===== src/rtl/gmii_rx_writer.sv =====
// gmii_rx_writer
//   Samples the GMII receive bus (synchronous to sys_clk), strips preamble/SFD and
//   writes frame bytes into the 18-bit phy FIFO. Every accepted frame is closed by a
//   single status/gap entry (bit 8 = 0) that delimits frames for the reader.
//
//   Entry formats:
//     data : {8'b0, last, 1'b1, byte}
//     gap  : {5'b0, fcs_err, trunc, rx_er, 2'b0, 8'h00}
//
//   Ports:
//     sys_clk, sys_rst_n  clock (rising edge) and asynchronous active-low reset
//     rx_enable           accept new frames; looked at only when the SFD is seen
//     gmii_rx_dv/er/rxd   GMII receive bus
//     phy_din, phy_wr_en  FIFO write data and strobe (registered)
//     phy_full            FIFO full; no write is issued while high
//     frame_cnt           frames fully written including the gap entry (wraps)
//     drop_cnt            frames rejected or truncated by full/disable (wraps)
//
//   Build option: define RX_FCS_CHECK_EN to run CRC-32 over the data bytes (FCS
//   included) and report a bad residue in the gap entry's fcs_err bit. Without it,
//   fcs_err is tied to 0.
module gmii_rx_writer #(
    parameter int unsigned MAX_FRAME = 1518,
    parameter int unsigned CNT_W     = 16
) (
    input  logic             sys_clk,
    input  logic             sys_rst_n,
    input  logic             rx_enable,
    input  logic             gmii_rx_dv,
    input  logic             gmii_rx_er,
    input  logic [7:0]       gmii_rxd,
    output logic [17:0]      phy_din,
    output logic             phy_wr_en,
    input  logic             phy_full,
    output logic [CNT_W-1:0] frame_cnt,
    output logic [CNT_W-1:0] drop_cnt
);

    localparam int unsigned     LenW   = $clog2(MAX_FRAME + 1);
    localparam logic [LenW-1:0] MaxLen = LenW'(MAX_FRAME);

    typedef enum logic [2:0] {
        StIdle,
        StPream,
        StData,
        StGap,
        StDrop
    } state_e;

    state_e           state_q;
    logic [7:0]       hold_q;
    logic             hold_vld_q;
    logic [LenW-1:0]  byte_cnt_q;
    logic             trunc_q;
    logic             er_q;
    logic             dv_q;
    logic             new_frame_q;
    logic [17:0]      din_q;
    logic             wr_en_q;
    logic [CNT_W-1:0] frame_cnt_q;
    logic [CNT_W-1:0] drop_cnt_q;

    logic dv_rise;
    logic sfd_seen;
    logic byte_accept;
    logic fcs_err;

    assign dv_rise  = gmii_rx_dv & ~dv_q;
    assign sfd_seen = (state_q == StPream) & gmii_rx_dv & (gmii_rxd == 8'hD5);
    // A byte enters the holding register only while the frame is still healthy and short.
    assign byte_accept = (state_q == StData) & gmii_rx_dv & ~trunc_q & ~phy_full &
                         (byte_cnt_q != MaxLen);

`ifdef RX_FCS_CHECK_EN
    logic [31:0] crc_q;

    // Reflected CRC-32 (poly 04C11DB7), one byte LSB first.
    function automatic logic [31:0] crc_next(input logic [31:0] crc, input logic [7:0] data);
        logic [31:0] c;
        c = crc;
        for (int i = 0; i < 8; i++) begin
            c = (c[0] ^ data[i]) ? ((c >> 1) ^ 32'hEDB8_8320) : (c >> 1);
        end
        return c;
    endfunction

    always_ff @(posedge sys_clk or negedge sys_rst_n) begin
        if (!sys_rst_n) begin
            crc_q <= 32'hFFFF_FFFF;
        end else if (sfd_seen) begin
            crc_q <= 32'hFFFF_FFFF;
        end else if (byte_accept) begin
            crc_q <= crc_next(crc_q, gmii_rxd);
        end
    end

    // DEBB20E3 is the residue C704DD7B seen in the reflected register's bit order.
    assign fcs_err = (crc_q != 32'hDEBB_20E3);
`else
    assign fcs_err = 1'b0;
`endif

    always_ff @(posedge sys_clk or negedge sys_rst_n) begin
        if (!sys_rst_n) begin
            state_q     <= StIdle;
            hold_q      <= '0;
            hold_vld_q  <= 1'b0;
            byte_cnt_q  <= '0;
            trunc_q     <= 1'b0;
            er_q        <= 1'b0;
            // Treat dv as already high so a frame in flight at release is ignored.
            dv_q        <= 1'b1;
            new_frame_q <= 1'b0;
            din_q       <= '0;
            wr_en_q     <= 1'b0;
            frame_cnt_q <= '0;
            drop_cnt_q  <= '0;
        end else begin
            dv_q    <= gmii_rx_dv;
            wr_en_q <= 1'b0;
            unique case (state_q)
                StIdle: begin
                    if (gmii_rx_dv) begin
                        state_q <= (dv_rise && gmii_rxd == 8'h55) ? StPream : StDrop;
                    end
                end

                StPream: begin
                    if (!gmii_rx_dv) begin
                        state_q <= StIdle;
                    end else if (sfd_seen) begin
                        if (rx_enable) begin
                            state_q    <= StData;
                            hold_vld_q <= 1'b0;
                            byte_cnt_q <= '0;
                            trunc_q    <= 1'b0;
                            er_q       <= 1'b0;
                        end else begin
                            state_q    <= StDrop;
                            drop_cnt_q <= drop_cnt_q + CNT_W'(1);
                        end
                    end else if (gmii_rxd != 8'h55) begin
                        state_q <= StDrop;
                    end
                end

                StData: begin
                    new_frame_q <= 1'b0;
                    if (gmii_rx_er) begin
                        er_q <= 1'b1;
                    end
                    if (gmii_rx_dv) begin
                        if (byte_accept) begin
                            if (hold_vld_q) begin
                                din_q   <= {8'h00, 1'b0, 1'b1, hold_q};
                                wr_en_q <= 1'b1;
                            end
                            hold_q     <= gmii_rxd;
                            hold_vld_q <= 1'b1;
                            byte_cnt_q <= byte_cnt_q + LenW'(1);
                        end else if (!trunc_q) begin
                            if (phy_full) begin
                                // Abandon the rest of the frame; held byte is lost too.
                                trunc_q    <= 1'b1;
                                hold_vld_q <= 1'b0;
                                drop_cnt_q <= drop_cnt_q + CNT_W'(1);
                                state_q    <= StGap;
                            end else begin
                                // Byte MAX_FRAME+1: close out with byte MAX_FRAME as last.
                                din_q      <= {8'h00, 1'b1, 1'b1, hold_q};
                                wr_en_q    <= 1'b1;
                                hold_vld_q <= 1'b0;
                                trunc_q    <= 1'b1;
                            end
                        end
                    end else begin
                        state_q    <= StGap;
                        hold_vld_q <= 1'b0;
                        if (hold_vld_q) begin
                            if (phy_full) begin
                                trunc_q    <= 1'b1;
                                drop_cnt_q <= drop_cnt_q + CNT_W'(1);
                            end else begin
                                din_q   <= {8'h00, 1'b1, 1'b1, hold_q};
                                wr_en_q <= 1'b1;
                            end
                        end
                    end
                end

                StGap: begin
                    if (dv_rise) begin
                        new_frame_q <= 1'b1;
                    end
                    if (!phy_full) begin
                        din_q       <= {5'b0_0000, fcs_err, trunc_q, er_q, 2'b00, 8'h00};
                        wr_en_q     <= 1'b1;
                        frame_cnt_q <= frame_cnt_q + CNT_W'(1);
                        state_q     <= gmii_rx_dv ? StDrop : StIdle;
                        // A frame that began while we were still closing the last one is lost.
                        if (new_frame_q || dv_rise) begin
                            drop_cnt_q <= drop_cnt_q + CNT_W'(1);
                        end
                    end
                end

                StDrop: begin
                    if (!gmii_rx_dv) begin
                        state_q <= StIdle;
                    end
                end

                default: state_q <= StIdle;
            endcase
        end
    end

    assign phy_din   = din_q;
    assign phy_wr_en = wr_en_q;
    assign frame_cnt = frame_cnt_q;
    assign drop_cnt  = drop_cnt_q;

endmodule


===== config.mk =====
export PLATFORM = sky130hd
export DESIGN_NAME = gmii_rx_writer
export DESIGN_NICKNAME = d
export VERILOG_FILES = /design/src/rtl/gmii_rx_writer.sv
export SDC_FILE = /design/constraint.sdc
export NUM_CORES = 1
export LEC_CHECK = 0
export CAP_MARGIN = 20
export CORE_UTILIZATION = 57
export DETAILED_ROUTE_END_ITERATION = 6
export PLACE_DENSITY_LB_ADDON = 0.2
export SYNTH_ARGS = -nofsm -noshare
export SYNTH_HDL_FRONTEND = slang
export SYNTH_SLANG_ARGS = --single-unit

===== constraint.sdc =====
create_clock -name sys_clk -period 3.7 [get_ports sys_clk]
set_input_delay 0.74 -clock sys_clk [delete_from_list [all_inputs] [get_ports sys_clk]]
set_output_delay 0.74 -clock sys_clk [all_outputs]
set_load 0.05 [all_outputs]

# == Word level (Yosys, flattened, before mapping) ==
# Cells that the tools add are included.
# totals
ram_bits,0
ff_bits,78
out_inout_bits,51
mem_count,0
rom_bits,0
word_cells,131
latch_bits,0
inputBits,14
# classes
div,0
reduce_logical,16
addsub,3
n_lt_le_gt_ge,0
multipliers,0
eq_ne,28
n_bitwise,10
n_mux,62
shift,0
# op_table
operator,count
16-bit 2-to-1 mux,10
18-bit 2-to-1 mux,7
11-bit 2-to-1 mux,5
16-bit one-hot mux with 3 select lines,1
3-bit 2-to-1 mux,13
18-bit one-hot mux with 2 select lines,1
16-bit by 1-bit adder with 16-bit output (second input constant),2
2-bit != test (second input constant),12
11-bit one-hot mux with 2 select lines,1
1-bit 2-to-1 mux,18
3-bit != test (second input constant),6
3-bit one-hot mux with 5 select lines,1
5-bit AND reduction,3
7-bit AND reduction,2
11-bit by 1-bit adder with 11-bit output (second input constant),1
11-bit != test (second input constant),1
1-bit one-hot mux with 2 select lines,5
9-bit AND reduction,1
8-bit by 7-bit == test with 1-bit output (second input constant),1
8-bit == test (second input constant),1
8-bit by 7-bit != test with 1-bit output (second input constant),1
1-bit AND,7
3-bit by 2-bit == test with 1-bit output (second input constant),2
6-bit AND reduction,1
12 further kinds,16

# == Logic depth before layout (Yosys ltp) ==
# Gate-level depths: netlist (run 1).
# logic_depth
word_depth,8
depth_mapped,10
depth_no_buf,7

# == Worst setup path before layout (run 1) ==
# Ideal clock, no wire load.
# synth_timing
path_kind,input-to-reg
startpoint,in gmii_rxd[1]
endpoint,reg drop_cnt_q[12] (netlist: drop_cnt[12])
required_time_ns,3.558
setup_slack_ns,1.638
setup_ns,0.142
arrival_ns,1.920
n_path_buf,1
path_stages,6
cell_sequence,nor4b_1 > nand3_1 > nand3_1 > buf_2 > nand4_1 > xnor2_1
# synth_via
elab_chain_len,4
# synth_lines
item,line,rtl
from (decl),31,"input logic [7:0] gmii_rxd,"
8-bit == test,69,assign sfd_seen = (state_q == StPream) & gmii_rx_dv & (gmii_rxd == 8'hD5);
1-bit AND,69,
2-bit != test (no source line),-,
9-bit AND reduction (no source line),-,
to (signal assigned),140,drop_cnt_q <= drop_cnt_q + CNT_W'(1);
to (signal assigned),166,drop_cnt_q <= drop_cnt_q + CNT_W'(1);
to (signal assigned),182,drop_cnt_q <= drop_cnt_q + CNT_W'(1);
to (decl),61,logic [CNT_W-1:0] drop_cnt_q;
# Every way passes these cells.
# A chain may end at the register's enable or synchronous reset.

# == Worst setup path in the final report (run 1) ==
# layout_timing
startpoint,in gmii_rx_dv
endpoint,reg din_q[9] (netlist: phy_din[9])
# layout_via
elab_chain_len,7
word_cells_on_any_way,11
cone_classes,eq/ne (3); mux (3); bitwise (4); reduce/logical (1)
# layout_lines
item,line,rtl
from (decl),29,"input logic gmii_rx_dv,"
1-bit AND (4 in a row),71,assign byte_accept = (state_q == StData) & gmii_rx_dv & ~trunc_q & ~phy_full &
18-bit 2-to-1 mux,153,if (byte_accept) begin
18-bit 2-to-1 mux,152,if (gmii_rx_dv) begin
18-bit one-hot mux with 2 select lines,121,unique case (state_q)
to (signal assigned),155,"din_q <= {8'h00, 1'b0, 1'b1, hold_q};"
to (signal assigned),170,"din_q <= {8'h00, 1'b1, 1'b1, hold_q};"
to (signal assigned),184,"din_q <= {8'h00, 1'b1, 1'b1, hold_q};"
to (decl),58,logic [17:0] din_q;
# Several ways; a longest one is shown, not always the timed one.

==> flow_summary.json, run 1 <==
{
  "yosys_warnings": 0,
  "power_frac_comb_pct": 16.5,
  "status": "complete, no violations",
  "ctsResizeCount": 0,
  "switchingPower_mw": 0.6064,
  "initial_utilization_pct": 58.74,
  "cts_hold_buf": 0,
  "grt_overflow": 0,
  "cts_sinks": 78,
  "crit_path_start_kind": "input pin",
  "p_int_mw": 1.495,
  "syn_avg_cell_area_sq_um": 11.14,
  "die_h_um": 82.66,
  "max-slew-margin-rel_pct": 37.20,
  "grt_pass1_vias": 2498,
  "post-cts-setup-buffers": 0,
  "wl_um": 7265,
  "syn_nets": 351,
  "yosys.area.top_type": "dfrtp_1",
  "cp.arrival_ns": 2.97,
  "ys_seq_area_share_pct": 52.67,
  "syn-instance-count": 333,
  "cts_max_level": 3,
  "first_pass_iters": 4,
  "r2r_start": "byte_cnt_q[0]",
  "dieWidth_um": 82.66,
  "fmax_mhz": 368.3,
  "slew_viol_final": 0,
  "fin_setup_tns_ns": 0,
  "swShare_pct": 28.85,
  "grt_usage_pct": 22.96,
  "drv_cap": 0,
  "worst_slack_ns": 0.9848,
  "grt_setup_unrepaired": "false",
  "setup_viol_count_final": 0,
  "fill_cells": 457,
  "synth_edf_count": 0,
  "vdd_drop_max_uv": 260.1,
  "clock_latency_ns": 0.36,
  "pin_count": 65,
  "yosys-top-cells-area": "dfrtp_1, xnor2_1, nand2_1",
  "diodes": 0,
  "dp_hpwl_um": 4915,
  "yosys_most_used_dff": "dfrtp_1",
  "async_reset_ff_share_pct": 100.0,
  "grt_start_max_net_pins": 79,
  "critical_path_buf_inv_count": 1,
  "ys_ff_latch": 78,
  "drive_gt1_share_pct": 9.926,
  "critical_path.max_stage_delay_ns": 0.75,
  "yosysUniqueCellTypes": 53,
  "cts_tree": "yes",
  "clk_pin_slew_ns": 0.08,
  "drc": 0,
  "hold_viol": 0,
  "critPathTopFamily": "simple AND/OR/NAND/NOR gates",
  "min_from": "frame_cnt[15]",
  "fin_worst_skew_ns": 0.01289,
  "root_buffer": "clkbuf_8",
  "final_cell_count_no_fill": 480,
  "gp_congestion": 0.8436,
  "core_area_sq_mm": 0.006314,
  "end_kind": "flip-flop",
  "startpoint": "gmii_rx_dv",
  "grt_pass1_wl_um": 11570,
  "portBuffers": 64,
  "antenna_found_initial": 0,
  "max-clock-path-buffers": 2,
  "die_area_sq_mm": 0.006833,
  "synth_most_common_cell": "dfrtp_1",
  "synth_common_cells": "dfrtp_1, nand2_1, xnor2_1",
  "cpMaxStageDelayCell": "clkdlybuf4s50_1",
  "vias_per_cell": 5.585,
  "detailedPlace.worstSlack_ns": 0.6448,
  "vias": 2681,
  "crit_top_cell": "nand2b_1",
  "rows": 29,
  "cts_buffers": 9,
  "drt_iter0_drc": 103,
  "routedWlPerCell_um": 15.14,
  "synth_area_sq_mm": 0.003709,
  "p_seq_share_pct": 48.6,
  "postLayoutCoreUtil_pct": 73.11,
  "synthDominantCellAreaShare_pct": 51.96,
  "worstMarginPinSlew_ns": 0.9421,
  "syn_to_final_growth_pct": 24.46,
  "final.min_clock_period_ns": 2.715,
  "finalCritPeriodShare_pct": 73.38,
  "worstSetupPathType": "input pin to flip-flop",
  "pwr_density_cell_mw_per_mm2": 455.3,
  "place_inst": 464,
  "critPathMaxFanout": 16,
  "holdWs_ns": 0.4721,
  "clock_power_share_pct": 34.9,
  "final_antenna_net_count": 0,
  "hold_path.class": "flip-flop to flip-flop",
  "crit_chain": "clkdlybuf4s50_1 > nand2b_1 > nor3_4 > nand2b_1 > nor3b_1 > o22a_1",
  "leakagePower_nw": 2.147,
  "cp.required_ns": 3.95,
  "final_nets": 416
}
==> area by class of cell <==
type | count | area (sq um) | share of cell area [%]
inverter | 10 | 37.54 | 0.8132
clock buffer | 11 | 151.4 | 3.280
timing repair buffer | 67 | 660.6 | 14.31
sequential | 78 | 1953 | 42.31
multi-input combinational | 232 | 1635 | 35.43
clock inverter | 5 | 81.33 | 1.762
tap | 77 | 96.34 | 2.087
==> registers in the layout, indices dropped and copies added, names as in the netlist <==
| name | count |
|---|---|
| byte_cnt_q | 11 |
| drop_cnt | 16 |
| dv_q | 1 |
| er_q | 1 |
| frame_cnt | 16 |
| hold_q | 8 |
| hold_vld_q | 1 |
| new_frame_q | 1 |
| phy_din | 18 |
| phy_wr_en | 1 |
| state_q | 3 |
| trunc_q | 1 |
==> kinds of logic after synthesis <==
group | count (synthesis) | share of synthesized area [%]
AO/OA/AOI/OAI | 24 | 4.960
XOR/XNOR | 39 | 9.210
adder cells (fa/ha/maj) | 4 | 1.350
buffers and inverters | 23 | 3.239
flip-flops | 78 | 52.67
multiplexers | 19 | 5.870
AND/OR/NAND/NOR | 146 | 22.71
==> layer usage <==
layer / track usage [%] / up-vias / part of all wire, %
li1: - / 1287 / -
met1: 30.74 / 1307 / 46
met2: 36.15 / 74 / 47
met3: 4.176 / 13 / 5.5
met4: 10.69 / 0 / 1.7
met5: 0 / - / 0
==> power by group through the flow <==
stage / Sequential [mW] / Combinational (mW) / Clock [mW]
floorplan: 1.10 / 0.156 / 0
global placement: 1.03 / 0.338 / 0
detailed placement: 1.04 / 0.351 / 0
CTS: 1.02 / 0.352 / 0.737
global route: 1.03 / 0.379 / 0.775
finish: 1.02 / 0.347 / 0.734
==> placed cells by master, fill, tap and decap left out, types with 4 or more instances in the layout <==
master / instances
buf_4: 4
mux2_1: 4
nand2b_1: 6
nand2_1: 34
xor2_1: 10
dfrtp_1: 77
ha_1: 4
clkdlybuf4s50_1: 63
clkbuf_8: 11
nor2b_1: 5
xnor2_1: 29
mux2i_1: 9
and3_1: 19
and4_1: 5
nand4_1: 11
inv_1: 10
a21oi_1: 6
nand3_1: 23
and2_1: 5
nor2_1: 19
mux2_4: 4
==> path summary, 6_finish.rpt <==
path | cells after the start | endpoint | slack (ns)
setup / recovery | 6 | phy_din[9] | 0.98
hold / removal | 1 | frame_cnt[15] | 0.47
setup reg to reg | 6 | hold_q[5] | 1.26
hold reg to reg | 1 | frame_cnt[15] | 0.47
max in group asynchronous | 1 | byte_cnt_q[8] | 2.57
min in group asynchronous | 1 | phy_din[17] | 0.51
==> stage by stage <==
stage	total power, mW	cell area [sq um]
after global routing	2.188	4616
final	2.102	4616
after detailed placement	1.386	4383
after CTS	2.109	4616
after global placement	1.370	4383
after floorplan	1.253	3709
Power figures use the tool's default switching activity.
==> inputs of run 2 (changes only) <==
CORE_UTILIZATION = 53   (was 57)
clock period = 2.8 ns   (was 3.7 ns; I/O delays follow)
==> flow_summary.json, run 2 (synthesized netlist as in run 1, its figures left out) <==
{
  "place_area_sq_mm": 0.004444,
  "holdWs_ns": 0.01648,
  "status": "complete, no violations",
  "first_pass_iters": 5,
  "final_cell_area_sq_mm": 0.004708,
  "cts_sinks": 78,
  "post-cts-setup-buffers": 0,
  "wl_um": 7149,
  "grt_usage_pct": 21.42,
  "antenna_found_initial": 0,
  "fill_cells": 520,
  "pwr_density_cell_mw_per_mm2": 597.9,
  "finalCritPeriodShare_pct": 80.48,
  "worstMarginPinSlew_ns": 0.5342,
  "power_mw": 2.815,
  "drive_gt1_share_pct": 10.78,
  "end_kind": "flip-flop",
  "drt_iter0_drc": 133,
  "clock_latency_ns": 0.34,
  "final_nets": 422,
  "grt_start_max_net_pins": 79,
  "cp.required_ns": 3.04,
  "cts_buffers": 9,
  "fin_worst_skew_ns": 0.008374,
  "final_common_cell": "dfrtp_1",
  "rows": 30,
  "core_area_sq_mm": 0.006794,
  "clk_pin_slew_ns": 0.08,
  "max-slew-margin-rel_pct": 63.88,
  "drc": 0,
  "dieWidth_um": 85.65,
  "crit_path_start_kind": "flip-flop",
  "gp_congestion": 0.8382,
  "root_buffer": "clkbuf_8",
  "portBuffers": 64,
  "setup_viol_count_final": 0,
  "leakagePower_nw": 2.186,
  "grt_setup_unrepaired": "false",
  "cts_tree": "yes",
  "fin_setup_tns_ns": 0,
  "slew_viol_final": 0,
  "vias": 2686,
  "largest_reg_flops": 18,
  "final.min_clock_period_ns": 2.254,
  "routedWlPerCell_um": 14.18,
  "grt_pass1_vias": 2615,
  "critPathMaxFanout": 18,
  "syn_to_final_growth_pct": 26.96,
  "die_area_sq_mm": 0.007336,
  "postLayoutCoreUtil_pct": 69.30,
  "final_antenna_net_count": 0,
  "pin_count": 65,
  "drv_cap": 0,
  "cts_max_level": 3,
  "r2r_slack_ns": 0.55,
  "max-clock-path-buffers": 2,
  "grt_overflow": 0,
  "cp.arrival_ns": 2.49,
  "final_cell_mix": "dfrtp_1, clkdlybuf4s50_1, nand2_1",
  "hold_viol": 0,
  "ctsResizeCount": 0,
  "vdd_drop_max_uv": 635.0,
  "diodes": 0,
  "worstSetupPathType": "flip-flop to flip-flop",
  "vias_per_cell": 5.329,
  "cts_hold_buf": 0,
  "fmax_mhz": 443.7,
  "dp_hpwl_um": 4787,
  "hold_path.class": "input pin to asynchronous set/reset pin",
  "grt_pass1_wl_um": 12350,
  "initial_utilization_pct": 54.59,
  "die_h_um": 85.65,
  "reg2reg_depth": 7
}
-- run 2: changes by cell type in the layout (fill, tap and decap cells not counted) --
cell | previous run | this run
buf_16 | 0 | 1
buf_4 | 4 | 9
bufinv_16 | 2 | 3
clkbuf_1 | 0 | 1
clkbuf_8 | 11 | 10
clkinv_4 | 1 | 0
clkinvlp_4 | 1 | 0
-- run 2: layout make-up --
cell class	count	area [sq um]	area share, %
clock buffers	11	141.4	3.003
well taps	96	120.1	2.551
inverters	10	37.54	0.7972
repair buffers	73	725.7	15.41
clock inverters	4	95.09	2.020
flip-flops and latches	78	1953	41.48
multi-input cells	232	1635	34.73
-- run 2: worst paths after layout --
kind                               start       endpoint
setup reg to reg           byte_cnt_q[0]    phy_din[10]
min in group sys_clk       frame_cnt[15]  frame_cnt[15]
hold / removal                 sys_rst_n      phy_wr_en
max in group asynchronous      sys_rst_n           dv_q
hold reg to reg            frame_cnt[15]  frame_cnt[15]
setup / recovery           byte_cnt_q[0]    phy_din[10]
-- run 2: worst max-delay path: stages (launching register included) --
cell and delay, ns:
dfrtp_1 0.44, inv_1 0.08, ha_1 0.14, nor4bb_1 0.21, and4_1 0.42, a21oi_1 0.13
nand4b_4 0.39, a31o_2 0.35
-- run 2: stage by stage --
stage | cells | setup WS (ns)
3_5_place_dp | 488 | 0.2915
4_1_cts | 503 | 0.4908
3_3_place_gp | 488 | 0.3258
2_1_floorplan | 333 | 0.9180
6_report | 504 | 0.5464
5_1_grt | 504 | 0.3668
-- run 2: power breakdown --
part	total (mW)	switching (mW)	internal, mW
logic	0.465	0.268	0.197
clock network	1.00	0.393	0.611
registers	1.35	0.112	1.23
-- run 2: routing by layer --
layer / global-route usage, % / wire (um) / share of wire, % / up-vias
li1: - / - / - / 1300
met1: 30.34 / 3487 / 49 / 1327
met2: 33.75 / 3364 / 47 / 51
met3: 3.272 / 217 / 3.0 / 8
met4: 7.879 / 79 / 1.1 / 0
met5: 0 / 0 / 0 / -
